`src/rtl/axi_r_burst_buffer.sv`:
```
// AXI R-channel beat buffer: circular FIFO with first-word fall-through, optional
// burst-aware store-and-forward release, occupancy/burst status and an optional
// error-response counter (enabled by defining AXI_RBUF_ERR_CNT_EN).
module axi_r_burst_buffer #(
  parameter int ID_WIDTH     = 4,
  parameter int DATA_WIDTH   = 64,
  parameter int USER_WIDTH   = 6,
  parameter int BUFFER_DEPTH = 8,
  parameter int STORE_FWD    = 0,
  parameter int CNT_WIDTH    = $clog2(BUFFER_DEPTH + 1)
) (
  input  logic                  clk_i,
  input  logic                  rst_i,
  input  logic                  test_en_i,
  input  logic                  slave_valid_i,
  input  logic [DATA_WIDTH-1:0] slave_data_i,
  input  logic [1:0]            slave_resp_i,
  input  logic [USER_WIDTH-1:0] slave_user_i,
  input  logic [ID_WIDTH-1:0]   slave_id_i,
  input  logic                  slave_last_i,
  output logic                  slave_ready_o,
  output logic                  master_valid_o,
  output logic [DATA_WIDTH-1:0] master_data_o,
  output logic [1:0]            master_resp_o,
  output logic [USER_WIDTH-1:0] master_user_o,
  output logic [ID_WIDTH-1:0]   master_id_o,
  output logic                  master_last_o,
  input  logic                  master_ready_i,
  output logic [CNT_WIDTH-1:0]  fill_o,
  output logic [CNT_WIDTH-1:0]  bursts_o,
  output logic                  full_o,
  output logic                  empty_o,
  output logic [15:0]           err_cnt_o
);

  localparam int BeatW = ID_WIDTH + USER_WIDTH + 2 + 1 + DATA_WIDTH;
  localparam int PtrW  = $clog2(BUFFER_DEPTH);

  typedef enum logic {StFill, StDrain} state_e;

  logic [BeatW-1:0]     mem_q [BUFFER_DEPTH];
  logic [PtrW-1:0]      wr_ptr_q, wr_ptr_d, rd_ptr_q, rd_ptr_d;
  logic [CNT_WIDTH-1:0] fill_q, fill_d, bursts_q, bursts_d;
  state_e               state_q, state_d;
  logic                 push, pop, push_last, pop_last;

  // Test mode has no functional effect.
  logic unused_test_en;
  assign unused_test_en = test_en_i;

  // Status derives from the registered count, so ready never depends on a same-cycle pop.
  assign full_o        = (fill_q == CNT_WIDTH'(BUFFER_DEPTH));
  assign empty_o       = (fill_q == '0);
  assign fill_o        = fill_q;
  assign bursts_o      = bursts_q;
  assign slave_ready_o = !full_o;

  assign push      = slave_valid_i & slave_ready_o;
  assign pop       = master_valid_o & master_ready_i;
  assign push_last = push & slave_last_i;
  assign pop_last  = pop & master_last_o;

  assign {master_id_o, master_user_o, master_resp_o, master_last_o, master_data_o} =
      mem_q[rd_ptr_q];

  // Output valid: cut-through shows any stored beat; store-and-forward holds beats in
  // FILL until a complete burst is present.
  always_comb begin
    master_valid_o = !empty_o;
    if (STORE_FWD != 0 && state_q == StFill) begin
      master_valid_o = !empty_o && (bursts_q != '0);
    end
  end

  // Next-state for pointers, occupancy and burst count.
  always_comb begin
    wr_ptr_d = wr_ptr_q;
    rd_ptr_d = rd_ptr_q;
    fill_d   = fill_q;
    bursts_d = bursts_q;
    if (push) wr_ptr_d = wr_ptr_q + 1'b1;
    if (pop)  rd_ptr_d = rd_ptr_q + 1'b1;
    if (push && !pop)      fill_d = fill_q + 1'b1;
    else if (!push && pop) fill_d = fill_q - 1'b1;
    if (push_last && !pop_last)      bursts_d = bursts_q + 1'b1;
    else if (!push_last && pop_last) bursts_d = bursts_q - 1'b1;
  end

  // Store-and-forward FSM: a full buffer with no complete burst must drain to avoid deadlock.
  always_comb begin
    state_d = state_q;
    if (STORE_FWD != 0) begin
      case (state_q)
        StFill:  if (full_o && bursts_q == '0) state_d = StDrain;
        StDrain: if (pop_last) state_d = StFill;
        default: state_d = StFill;
      endcase
    end
  end

  // Control registers; reset discards every stored beat.
  always_ff @(posedge clk_i) begin
    if (rst_i) begin
      wr_ptr_q <= '0;
      rd_ptr_q <= '0;
      fill_q   <= '0;
      bursts_q <= '0;
      state_q  <= StFill;
    end else begin
      wr_ptr_q <= wr_ptr_d;
      rd_ptr_q <= rd_ptr_d;
      fill_q   <= fill_d;
      bursts_q <= bursts_d;
      state_q  <= state_d;
    end
  end

  // Beat storage; contents are don't-care until written, so no reset.
  always_ff @(posedge clk_i) begin
    if (push) begin
      mem_q[wr_ptr_q] <= {slave_id_i, slave_user_i, slave_resp_i, slave_last_i, slave_data_i};
    end
  end

`ifdef AXI_RBUF_ERR_CNT_EN
  logic [15:0] err_cnt_q;

  // Count accepted SLVERR/DECERR beats, saturating.
  always_ff @(posedge clk_i) begin
    if (rst_i) begin
      err_cnt_q <= '0;
    end else if (push && slave_resp_i[1] && err_cnt_q != 16'hFFFF) begin
      err_cnt_q <= err_cnt_q + 16'd1;
    end
  end

  assign err_cnt_o = err_cnt_q;
`else
  assign err_cnt_o = 16'h0000;
`endif

endmodule

```
`config.mk`:
```
export PLATFORM = sky130hd
export DESIGN_NAME = axi_r_burst_buffer
export DESIGN_NICKNAME = d
export VERILOG_FILES = /design/src/rtl/axi_r_burst_buffer.sv
export SDC_FILE = /design/constraint.sdc
export NUM_CORES = 1
export LEC_CHECK = 0
export ABC_AREA = 1
export BUFFER_PORTS_ARGS = -buffer_cell sky130_fd_sc_hd__buf_4
export CORE_MARGIN = 2
export CORE_UTILIZATION = 45
export CTS_CLUSTER_DIAMETER = 30
export DETAILED_ROUTE_END_ITERATION = 10
export GPL_TIMING_DRIVEN = 0
export PLACE_DENSITY_LB_ADDON = 0.1
export RECOVER_POWER = 25
export SLEW_MARGIN = 25
export SYNTH_ARGS = -nofsm -noshare
export SYNTH_HDL_FRONTEND = slang
export SYNTH_SLANG_ARGS = --single-unit
```
`constraint.sdc`:
```
create_clock -name clk_i -period 7.3 [get_ports clk_i]
set_input_delay 1.46 -clock clk_i [delete_from_list [all_inputs] [get_ports clk_i]]
set_output_delay 1.46 -clock clk_i [all_outputs]
set_load 0.005 [all_outputs]
```
==> run summary, run 1 <==
=====================================================================================
Cell type contributing the most total cell area after synthesis ........ sky130_fd_sc_hd__edfxtp_1
Req. time, crit path ...................................................      5840 ps
Area of the multi-input gates ..........................................     5550 um2
RSZ-0062 raised after global routing ...................................        false
CP Data Arrival Time ...................................................      2930 ps
Post-CTS Repair Setup Buffers ..........................................            0
Share of final-layout standard cells stronger than drive strength 1 ....        17.0%
Via total after detailed routing .......................................        16798
Power share of the sequential group ....................................        33.8%
Final Core Density .....................................................        58.5%
Count of state elements after synthesis ................................          633
Total number of cells along the worst setup path .......................            6
Die outline width ......................................................       240 um
Relative contribution of combinational cells to total power ............        22.6%
Insertion delay of the later-clocked pin in the worst-skew pair ........       700 ps
Fin crit share .........................................................        60.1%
Post-synth design cell area ............................................    25100 um2
Sum Neg Setup Slack ....................................................         0 ps
Post-synthesis instance total ..........................................         2044
Clock group share of total power .......................................        43.7%
H-tree depth ...........................................................            4
Highest net fanout along the worst path ................................           10
Slowest cell on the critical path ...................................... sky130_fd_sc_hd__clkbuf_1
Area of the die ........................................................    57700 um2
TritonCTS Buffers ......................................................          133
Kind of cell with the highest combined delay on the critical path ...... buffers and inverters
Clk pin slew, worst setup/hold paths ...................................        40 ps
Sw power ...............................................................    0.00376 W
DPL Wire Length ........................................................     41600 um
Slew headroom ..........................................................        50.7%
Number of global-route vias before repair ..............................        16795
Power density over the cells ...........................................   397 nW/um2
Register-to-Register Setup Slack .......................................      4430 ps
Final setup violation count ............................................            0
Distinct cells, synth ..................................................           22
Residual overflow from global routing ..................................            0
Final Power ............................................................     0.0128 W
Via count normalized by instance count .................................         5.17
Worst setup SP type ....................................................         flop
IO Count ...............................................................          187
Syn Area/Cell ..........................................................     12.3 um2
Placer congestion estimate .............................................        0.766
Area overhead of the layout relative to synthesis ......................        28.4%
Endpoint kind of the worst setup timing path ...........................  output port
Cell types with the largest area share after synthesis ................. sky130_fd_sc_hd__edfxtp_1 74%, sky130_fd_sc_hd__nor2_1 7.3%, sky130_fd_sc_hd__o21ai_0 5.7%, sky130_fd_sc_hd__nand2_1 3.9%, sky130_fd_sc_hd__o21ai_1 3.6%
Number of cell instances on the worst register-to-register path ........           14
Max stage delay on crit path ...........................................       610 ps
Port Buf Inserts .......................................................          168
Pre-CTS worst setup slack ..............................................      3580 ps
# diodes ...............................................................            0
WL/cell ................................................................      20.4 um
Power Internal .........................................................    0.00902 W
Switching power share of the total .....................................        29.4%
Share of synthesized area occupied by flip-flops and latches ...........        75.1%
Worst hold path cell count .............................................            2
Number of warnings issued by yosys .....................................            0
Standard-cell rows .....................................................           86
Overall fraction of global-route tracks in use .........................        23.6%
PnR worst setup slack ..................................................      2910 ps
Register area ..........................................................    18800 um2
Area of the placeable core .............................................    55100 um2
Run status .............................................................    completed
Hold Buf Count CTS .....................................................            0
Count of routing violations after the opening detailed-route iteration .         1292
Maximum number of pins on one net before global-route repair ...........           22
Initial antenna violation count ........................................            4
Count of fill cells added during filler insertion ......................         4590
Final Routed Wirelength ................................................     66300 um
Final net count ........................................................         2488
Peak Freq ..............................................................      228 MHz
Clock tree root buffer cell ............................................ sky130_fd_sc_hd__clkbuf_16
Max Slew Vio Count .....................................................            0
Chip height ............................................................       240 um
Wire length of the first global-routing pass ...........................     99500 um
Min-Delay Path Class ................................................... flop to flop
Design area ............................................................    32200 um2
Post-DP Area ...........................................................    28200 um2
Sink count of the clock tree ...........................................          633
Count of maximum capacitance violations ................................            0
Max VDD drop ...........................................................       202 uV
Number of resized instances in the post-cts repair step ................            0
Final hold vios ........................................................            0
Clock tree from TritonCTS ..............................................          yes
Number of iterations in the first detailed-routing pass ................            5
Least-Margin Pin Slew ..................................................       738 ps
Sum of buffers and inverters on the critical path ......................            4
P_leak .................................................................      11.7 nW
Worst-case clock buffer depth ..........................................            3
Yosys top cell area share ..............................................        73.7%
Worst clock skew on the final layout ...................................      22.0 ps
ANT nets after route ...................................................            0
Beginning of the worst hold path .......................................  rd_ptr_q[1]
Endpoint of the most critical register-to-register path ................  bursts_o[3]
Number of remaining DRC errors .........................................            0
Worst-path cell chain .................................................. buf_2 -> clkbuf_1 -> clkbuf_1 -> nand2_1 -> nand2_1 -> buf_4
Initial core utilization ...............................................        45.6%
Kind of critical path .................................................. flop to output port
Post-route minimum period ..............................................      4390 ps
=====================================================================================
## synth_stat cells
cell / n
sky130_fd_sc_hd__dfxtp_1: 17
sky130_fd_sc_hd__ha_1: 8
sky130_fd_sc_hd__nor2_1: 487
sky130_fd_sc_hd__buf_2: 40
sky130_fd_sc_hd__and2_1: 1
sky130_fd_sc_hd__buf_1: 3
sky130_fd_sc_hd__clkbuf_2: 1
sky130_fd_sc_hd__fa_1: 2
sky130_fd_sc_hd__inv_2: 2
sky130_fd_sc_hd__a21oi_1: 8
sky130_fd_sc_hd__inv_1: 23
sky130_fd_sc_hd__clkbuf_1: 59
sky130_fd_sc_hd__o21ai_1: 179
sky130_fd_sc_hd__or2_2: 1
sky130_fd_sc_hd__nand3_1: 13
sky130_fd_sc_hd__nand2_1: 258
sky130_fd_sc_hd__buf_4: 20
sky130_fd_sc_hd__edfxtp_1: 616
sky130_fd_sc_hd__xor2_1: 5
sky130_fd_sc_hd__conb_1: 1
sky130_fd_sc_hd__o21ai_0: 287
sky130_fd_sc_hd__buf_6: 13
## cell usage in the layout (no fill, tap or decap), drive strengths merged, types with 2 or more instances in the layout
cell type,n
edfxtp,616
nor2,487
o21ai,466
clkbuf,283
nand2,258
buf,221
clkinv,49
inv,36
dfxtp,17
conb,16
nand3,13
a21oi,8
ha,8
bufinv,8
xor2,5
clkinvlp,5
fa,2
## how the worst max path moves through the flow
| stage | end | slack, ps | startpoint |
|---|---|---|---|
| after global routing | master_data_o[51] | 2740 | flop |
| final | master_data_o[51] | 2910 | flop |
| after detailed placement | master_data_o[48] | 3580 | flop |
| after CTS | master_data_o[48] | 2830 | flop |
| after floorplan | mem_q[0][0] | 1820 | slave_valid_i |
| after global placement | mem_q[2][40] | -1680 | slave_valid_i |
## logic make-up after synthesis
group                    count (synthesis)  synth area share (%)
AND/OR/NAND/NOR                        760                  11.5
flip-flops                             633                  75.1
AO/OA/AOI/OAI                          474                  9.45
buffers and inverters                  161                  3.30
adder cells (fa/ha/maj)                 10                 0.558
XOR/XNOR                                 5                 0.174
other                                    1                0.0149
## stage by stage
stage	hold WS, ps	cells
after global placement	479	2975
after CTS	508	3248
final	500	3248
after detailed placement	499	3009
after floorplan	460	2059
after global routing	531	3248
## power groups by stage
stage | combinational [W] | sequential, W | clock [W]
6_report | 0.00288 | 0.00432 | 0.00558
3_5_place_dp | 0.00293 | 0.00438 | 0
4_1_cts | 0.00295 | 0.00432 | 0.00564
5_1_grt | 0.00323 | 0.00433 | 0.00585
3_3_place_gp | 0.00280 | 0.00443 | 0
2_1_floorplan | 0.00155 | 0.00439 | 0
## layer usage
| metal | vias to the layer above | track usage [%] | share of wire [%] |
|---|---|---|---|
| met2 | 573 | 38.1 | 48 |
| li1 | 7933 | - | - |
| met1 | 8166 | 31.3 | 43 |
| met4 | 6 | 8.39 | 2.2 |
| met3 | 120 | 5.55 | 6.8 |
| met5 | - | 0 | 0.053 |
## registers in the layout (all words and copies together), names as in the netlist, named ones only
name,count
mem_q,616
bursts_o,4
fill_o,4
rd_ptr_q,3
wr_ptr_q,3
## worst min-delay path, cell delays in order, from the launching register on
cell and delay [ps]:
sky130_fd_sc_hd__dfxtp_1 310, sky130_fd_sc_hd__nor2_1 90, sky130_fd_sc_hd__nor2_1 60
## layout make-up
cell class / count / share of cell area, %
Multi-Input combinational cell: 1265 / 17.2
Clock buffer: 166 / 11.0
Sequential cell: 633 / 58.5
Buffer: 136 / 2.28
Clock inverter: 73 / 2.02
Inverter: 25 / 0.291
Timing Repair Buffer: 202 / 5.77
Tap cell: 748 / 2.90
Power figures use the tool's default switching activity.
==> inputs of run 2 (changes only) <==
--- a/config.mk
+++ b/config.mk
@@ -5,7 +5,7 @@
 export SDC_FILE = /design/constraint.sdc
 export NUM_CORES = 1
 export LEC_CHECK = 0
-export ABC_AREA = 1
+export ABC_AREA = 0
 export BUFFER_PORTS_ARGS = -buffer_cell sky130_fd_sc_hd__buf_4
 export CORE_MARGIN = 2
 export CORE_UTILIZATION = 45
==> constraint.sdc (replaced) <==
create_clock -name clk_i -period 4.1 [get_ports clk_i]
set_input_delay 0.82 -clock clk_i [delete_from_list [all_inputs] [get_ports clk_i]]
set_output_delay 0.82 -clock clk_i [all_outputs]
set_load 0.005 [all_outputs]
==> run summary, run 2 <==
=====================================================================================
Worst-case hold slack ..................................................       385 ps   was 500 ps
Initial core utilization ...............................................        45.4%   was 45.6%
Highest net fanout along the worst path ................................           10   unchanged
DPL Wire Length ........................................................     32000 um   was 41600 um
Cell type contributing the most total cell area after synthesis ........ sky130_fd_sc_hd__edfxtp_1   unchanged
Hold Buf Count CTS .....................................................            0   unchanged
Syn Area/Cell ..........................................................     24.1 um2   was 12.3 um2
Final cell count without fillers .......................................         2182   was 3248
Residual overflow from global routing ..................................            0   unchanged
Worst setup SP type ....................................................         flop   unchanged
Flip-flop count of the largest register after layout ...................          616   unchanged
Final setup violation count ............................................            0   unchanged
Standard-cell rows .....................................................           85   was 86
Chip height ............................................................       237 um   was 240 um
Leading cell type by number of instances after synthesis ............... sky130_fd_sc_hd__edfxtp_1   unchanged
Final Routed Wirelength ................................................     51200 um   was 66300 um
Count of state elements after synthesis ................................          633   unchanged
Area overhead of the layout relative to synthesis ......................        29.9%   was 28.4%
Count of routing violations after the opening detailed-route iteration .          799   was 1292
Min-Delay Path Class ................................................... input port to flop   was flop to flop
Clock tree root buffer cell ............................................ sky130_fd_sc_hd__clkbuf_16   unchanged
Count of maximum capacitance violations ................................            0   unchanged
Overall fraction of global-route tracks in use .........................        19.0%   was 23.6%
Leading register cell type out of synthesis ............................ sky130_fd_sc_hd__edfxtp_1   unchanged
Sum Neg Setup Slack ....................................................         0 ps   unchanged
Peak Freq ..............................................................      255 MHz
Register containing the most flip-flops in the final layout ............        mem_q   unchanged
Yosys top cell area share ..............................................        75.8%   was 73.7%
CP Data Arrival Time ...................................................      3100 ps   was 2930 ps
Number of iterations in the first detailed-routing pass ................            4   was 5
Most frequent standard cell in the layout excluding fill and tap cells . sky130_fd_sc_hd__edfxtp_1   unchanged
Via total after detailed routing .......................................        11452   was 16798
Least-Margin Pin Slew ..................................................       986 ps   was 738 ps
Number of resized instances in the post-cts repair step ................            0   unchanged
Kind of critical path .................................................. flop to output port   unchanged
Endpoint kind of the worst setup timing path ...........................  output port   unchanged
Most used cells in the layout excluding fill and tap cells ............. 616 x sky130_fd_sc_hd__edfxtp_1, 154 x sky130_fd_sc_hd__mux4_2, 139 x sky130_fd_sc_hd__clkbuf_16   was 616 x sky130_fd_sc_hd__edfxtp_1, 479 x sky130_fd_sc_hd__nor2_1, 287 x sky130_fd_sc_hd__o21ai_0
IO Count ...............................................................          187   unchanged
Worst-case clock buffer depth ..........................................            3   unchanged
Die outline width ......................................................       237 um   was 240 um
Number of remaining DRC errors .........................................            0   unchanged
Number of placed instances, taps included ..............................         1947   was 3009
Maximum number of pins on one net before global-route repair ...........           19   was 22
Max VDD drop ...........................................................       455 uV   was 202 uV
Ranking of synthesized cells by instance count ......................... 616 x sky130_fd_sc_hd__edfxtp_1, 154 x sky130_fd_sc_hd__mux4_2, 60 x sky130_fd_sc_hd__mux2_4   was 616 x sky130_fd_sc_hd__edfxtp_1, 487 x sky130_fd_sc_hd__nor2_1, 287 x sky130_fd_sc_hd__o21ai_0
Worst clock skew on the final layout ...................................      26.0 ps   was 22.0 ps
Clock tree from TritonCTS ..............................................          yes   unchanged
WL/cell ................................................................      23.5 um   was 20.4 um
Post-synthesis instance total ..........................................         1012   was 2044
Number of global-route vias before repair ..............................        12457   was 16795
TritonCTS Buffers ......................................................          131   was 133
ANT nets after route ...................................................            0   unchanged
Placer congestion estimate .............................................        0.683   was 0.766
Area of the placeable core .............................................    53700 um2   was 55100 um2
Sink count of the clock tree ...........................................          633   unchanged
Number of warnings issued by yosys .....................................            0   unchanged
Clk pin slew, worst setup/hold paths ...................................        40 ps   about the same
Via count normalized by instance count .................................         5.25   was 5.17
Slew headroom ..........................................................        34.2%   was 50.7%
Final hold vios ........................................................            0   unchanged
H-tree depth ...........................................................            4   unchanged
Count of fill cells added during filler insertion ......................         3864   was 4590
Wire length of the first global-routing pass ...........................     77200 um   was 99500 um
Power density over the cells ...........................................   705 nW/um2   was 397 nW/um2
Final Core Density .....................................................        59.0%   was 58.5%
Share of synthesized area occupied by flip-flops and latches ...........        77.2%   was 75.1%
Run status .............................................................    completed   unchanged
Share of flip-flops with an asynchronous set or reset ..................           0%   unchanged
Cell types with the largest area share after synthesis ................. sky130_fd_sc_hd__edfxtp_1 76%, sky130_fd_sc_hd__mux4_2 14%, sky130_fd_sc_hd__mux2_4 3.7%, sky130_fd_sc_hd__dfxtp_1 1.4%, sky130_fd_sc_hd__mux2_2 0.88%   was sky130_fd_sc_hd__edfxtp_1 74%, sky130_fd_sc_hd__nor2_1 7.3%, sky130_fd_sc_hd__o21ai_0 5.7%, sky130_fd_sc_hd__nand2_1 3.9%, sky130_fd_sc_hd__o21ai_1 3.6%
Post-synth design cell area ............................................    24400 um2   was 25100 um2
Number of flops mapped to enable cells by yosys ........................          616   unchanged
Insertion delay of the later-clocked pin in the worst-skew pair ........       680 ps   was 700 ps
Distinct cells, synth ..................................................           32   was 22
Final net count ........................................................         1476   was 2488
Max Slew Vio Count .....................................................            0   unchanged
P_leak .................................................................      10.7 nW   was 11.7 nW
RSZ-0062 raised after global routing ...................................        false   unchanged
Initial antenna violation count ........................................            3   was 4
Area of the die ........................................................    56100 um2   was 57700 um2
Port Buf Inserts .......................................................          168   unchanged
Register-to-Register Setup Slack .......................................       540 ps   was 4430 ps
Beginning of the worst hold path ....................................... slave_user_i[5]   was rd_ptr_q[1]
Fin crit share .........................................................        95.6%
Share of final-layout standard cells stronger than drive strength 1 ....        43.5%   was 17.0%
Post-route minimum period ..............................................      3920 ps
Req. time, crit path ...................................................      3280 ps   was 5840 ps
Post-CTS Repair Setup Buffers ..........................................            0   unchanged
=====================================================================================
==> run 2: changes by cell type in the layout (fill, tap and decap cells not counted), moves of 9 or more <==
cell                       change
sky130_fd_sc_hd__nor2_1      -462
sky130_fd_sc_hd__o21ai_0     -287
sky130_fd_sc_hd__nand2_1     -252
sky130_fd_sc_hd__o21ai_1     -179
sky130_fd_sc_hd__mux4_2      +154
sky130_fd_sc_hd__mux2_4       +60
sky130_fd_sc_hd__clkbuf_1     -52
sky130_fd_sc_hd__buf_2        -20
sky130_fd_sc_hd__mux2_2       +19
sky130_fd_sc_hd__inv_1        -18
sky130_fd_sc_hd__buf_6        +11
sky130_fd_sc_hd__buf_8         +9
sky130_fd_sc_hd__clkinv_1      +9
==> run 2: metrics by stage <==
stage / power (W) / setup WS, ps / instance area, um2
after floorplan: 0.0107 / -841 / 24500
after CTS: 0.0227 / 36.7 / 31900
final: 0.0223 / 179 / 31700
after global routing: 0.0233 / 23.2 / 31700
after detailed placement: 0.0124 / 527 / 27500
after global placement: 0.0123 / -4950 / 26600
==> run 2: final timing paths <==
path,endpoint,depth (start not counted)
setup / recovery,master_data_o[53],5
setup reg to reg,bursts_o[3],11
hold / removal,mem_q[6][72],1
hold reg to reg,flop,2
==> run 2: metal layers <==
metal / GRT usage [%] / vias to the layer above / share of wire (%)
li1: - / 5051 / -
met1: 25.7 / 6086 / 45
met2: 29.9 / 255 / 49
met3: 6.03 / 56 / 5.0
met4: 5.47 / 4 / 1.2
met5: 0 / - / 0.059
==> run 2: critical path, cell delays in order, from the launching register on <==
cell,delay (ps)
sky130_fd_sc_hd__dfxtp_1,310
sky130_fd_sc_hd__clkbuf_1,470
sky130_fd_sc_hd__clkbuf_1,660
sky130_fd_sc_hd__buf_2,490
sky130_fd_sc_hd__mux2_4,360
sky130_fd_sc_hd__buf_4,140
==> run 2: layout make-up <==
class / count / area [um2] / area share [%]
Antenna cell: 2 / 5.00 / 0.0158
Buffer: 65 / 450 / 1.42
Clock buffer: 158 / 3560 / 11.2
Clock inverter: 75 / 761 / 2.40
Inverter: 5 / 18.8 / 0.0593
Multi-Input combinational cell: 324 / 5220 / 16.5
Sequential cell: 633 / 18800 / 59.5
Tap cell: 696 / 871 / 2.75
Timing Repair Buffer: 224 / 1950 / 6.14
==> run 2: cell families after synthesis <==
family | share of synthesized area (%)
flip-flops | 77.2
multiplexers | 18.9
buffers and inverters | 1.92
AND/OR/NAND/NOR | 0.857
adder cells (fa/ha/maj) | 0.575
AO/OA/AOI/OAI | 0.236
XOR/XNOR | 0.287
other | 0.0154
==> run 2: power by group <==
group	leakage, nW	switching [W]	internal (W)
registers	5.73	0.000133	0.00757
logic	2.91	0.00195	0.00251
clock network	2.10	0.00315	0.00703
==> inputs of run 3 (changes only) <==
==> constraint.sdc (replaced) <==
create_clock -name clk_i -period 4.05 [get_ports clk_i]
set_input_delay 0.81 -clock clk_i [delete_from_list [all_inputs] [get_ports clk_i]]
set_output_delay 0.81 -clock clk_i [all_outputs]
set_load 0.005 [all_outputs]
==> run summary, run 3 (synthesis results as in run 2) <==
=====================================================================================
Area of the die ........................................................    56100 um2   unchanged
Final Routed Wirelength ................................................     51200 um   about the same
Design area ............................................................    31700 um2   about the same
Flip-flop count of the largest register after layout ...................          616   unchanged
Number of placed instances, taps included ..............................         1947   unchanged
Critical path capture point ............................................ master_data_o[23]   was master_data_o[53]
Highest net fanout along the worst path ................................           10   unchanged
Placer congestion estimate .............................................        0.683   unchanged
Cell repeated most along the worst path ................................ sky130_fd_sc_hd__buf_2   was sky130_fd_sc_hd__clkbuf_1
Power Internal .........................................................     0.0173 W   was 0.0171 W
Req. time, crit path ...................................................      3240 ps   was 3280 ps
Post-CTS Repair Setup Buffers ..........................................            0   unchanged
Power density over the cells ...........................................   714 nW/um2   was 705 nW/um2
Count of routing violations after the opening detailed-route iteration .          796   was 799
Worst setup SP type ....................................................         flop   unchanged
Residual overflow from global routing ..................................            0   unchanged
CP Data Arrival Time ...................................................      2930 ps   was 3100 ps
Final net count ........................................................         1476   unchanged
Power share of the sequential group ....................................        34.5%   about the same
Initial core utilization ...............................................        45.4%   unchanged
P_leak .................................................................      10.7 nW   about the same
IO Count ...............................................................          187   unchanged
Area overhead of the layout relative to synthesis ......................        29.9%   about the same
Fin crit share .........................................................        92.4%
Chip height ............................................................       237 um   unchanged
Final hold vios ........................................................            0   unchanged
Number of global-route vias before repair ..............................        12457   unchanged
Kind of critical path .................................................. flop to output port   unchanged
Register-to-Register Setup Slack .......................................       640 ps   was 540 ps
Final setup violation count ............................................            0   unchanged
H-tree depth ...........................................................            4   unchanged
PnR worst setup slack ..................................................       306 ps   was 179 ps
Min-Delay Path Class ................................................... input port to flop   unchanged
Run status .............................................................    completed   unchanged
Overall fraction of global-route tracks in use .........................        19.0%   unchanged
Peak Freq ..............................................................      267 MHz
Clock tree from TritonCTS ..............................................          yes   unchanged
Via count normalized by instance count .................................         5.25   about the same
Relative contribution of combinational cells to total power ............        20.0%   about the same
Clock tree root buffer cell ............................................ sky130_fd_sc_hd__clkbuf_16   unchanged
Endpoint kind of the worst setup timing path ...........................  output port   unchanged
Pre-CTS worst setup slack ..............................................       477 ps   was 527 ps
Port Buf Inserts .......................................................          168   unchanged
Switching power share of the total .....................................        23.4%   about the same
Wire length of the first global-routing pass ...........................     77200 um   unchanged
Slowest cell on the critical path ...................................... sky130_fd_sc_hd__buf_2   was sky130_fd_sc_hd__clkbuf_1
ANT nets after route ...................................................            0   unchanged
Most frequent standard cell in the layout excluding fill and tap cells . sky130_fd_sc_hd__edfxtp_1   unchanged
Insertion delay of the later-clocked pin in the worst-skew pair ........       680 ps   about the same
Sink count of the clock tree ...........................................          633   unchanged
Least-Margin Pin Slew ..................................................       986 ps   about the same
Max VDD drop ...........................................................       461 uV   was 455 uV
Count of maximum capacitance violations ................................            0   unchanged
Number of remaining DRC errors .........................................            0   unchanged
TritonCTS Buffers ......................................................          131   unchanged
Worst-path cell chain .................................................. buf_2 -> buf_2 -> buf_2 -> mux4_2 -> mux2_4 -> buf_4   was clkbuf_1 -> clkbuf_1 -> buf_2 -> mux2_4 -> buf_4
Standard-cell rows .....................................................           85   unchanged
Clk pin slew, worst setup/hold paths ...................................        50 ps   was 40 ps
Area of the placeable core .............................................    53700 um2   unchanged
Register containing the most flip-flops in the final layout ............        mem_q   unchanged
Worst clock skew on the final layout ...................................      26.0 ps   about the same
Number of iterations in the first detailed-routing pass ................            5   was 4
Sum Neg Setup Slack ....................................................         0 ps   unchanged
Endpoint of the most critical register-to-register path ................  bursts_o[3]   unchanged
Sw power ...............................................................    0.00530 W   was 0.00524 W
Worst-case hold slack ..................................................       375 ps   was 385 ps
Most used cells in the layout excluding fill and tap cells ............. 616 x sky130_fd_sc_hd__edfxtp_1, 154 x sky130_fd_sc_hd__mux4_2, 139 x sky130_fd_sc_hd__clkbuf_16   unchanged
Max Slew Vio Count .....................................................            0   unchanged
Final cell count without fillers .......................................         2182   unchanged
Share of final-layout standard cells stronger than drive strength 1 ....        43.5%   about the same
Initial antenna violation count ........................................            3   unchanged
Clock group share of total power .......................................        45.6%   about the same
Worst-case clock buffer depth ..........................................            3   unchanged
DPL Wire Length ........................................................     32000 um   unchanged
Via total after detailed routing .......................................        11455   was 11452
Max stage delay on crit path ...........................................       430 ps   was 660 ps
Die outline width ......................................................       237 um   unchanged
Post-route minimum period ..............................................      3740 ps
Slew headroom ..........................................................        34.2%   about the same
RSZ-0062 raised after global routing ...................................        false   unchanged
Number of cell instances on the worst register-to-register path ........           12   was 11
WL/cell ................................................................      23.5 um   about the same
Maximum number of pins on one net before global-route repair ...........           19   unchanged
Post-DP Area ...........................................................    27500 um2   unchanged
=====================================================================================
## run 3: cell count changes in the layout (fill, tap and decap cells not counted)
cell / delta
sky130_fd_sc_hd__clkbuf_2: +1
sky130_fd_sc_hd__clkbuf_1: -1
## run 3: area by class of cell
cell class                 count  area (um2)
antenna                        2        5.00
buffer                        65         452
clock buffer                 158        3560
clock inverter                75         761
fill                        3865       22000
inverter                       5        18.8
multi-input combinational    324        5220
sequential                   633       18800
tap                          696         871
timing repair buffer         224        1950
## run 3: worst max-delay path: cells and delay by family (launching register included)
kind                   cells  cell delay [ps]
buffers and inverters      4             1300
muxes                      2              650
DFF                        1              300
## run 3: power groups by stage
stage	sequential, W	combinational [W]	clock (W)
2_1_floorplan	0.00791	0.00287	0
3_3_place_gp	0.00797	0.00446	0
3_5_place_dp	0.00791	0.00465	0
4_1_cts	0.00780	0.00467	0.0105
5_1_grt	0.00783	0.00489	0.0108
6_report	0.00780	0.00452	0.0103
## run 3: what timing repair did
| item | CTS | global route |
|---|---|---|
| hold buffers | 0 | 0 |
| gates resized for setup | 1 | 0 |
| endpoints found under the setup margin | 3 | 0 |
| hold endpoints to repair | 0 | 0 |
## run 3: how the worst min path moves through the flow
stage	from	to	slack [ps]	cells past startpoint
2_1_floorplan	rd_ptr_q[1]	flop	450	2
6_report	slave_user_i[5]	mem_q[6][72]	380	1
3_5_place_dp	rd_ptr_q[1]	flop	490	2
5_1_grt	slave_user_i[5]	mem_q[2][72]	340	1
3_3_place_gp	rd_ptr_q[1]	rd_ptr_q[1]	480	2
4_1_cts	slave_data_i[44]	mem_q[3][44]	310	1
## run 3: stage by stage
step	power, W	util, %
final	0.0226	59.0
after floorplan	0.0108	-
after global placement	0.0124	49.6
after detailed placement	0.0126	51.3
after CTS	0.0230	59.3
after global routing	0.0236	59.0
## run 3: per-layer routing
metal	global-route usage, %	vias to the layer above	wire [um]
li1	-	5052	-
met1	25.7	6086	22800
met2	29.9	257	25200
met3	6.03	56	2550
met4	5.47	4	614
met5	0	-	30
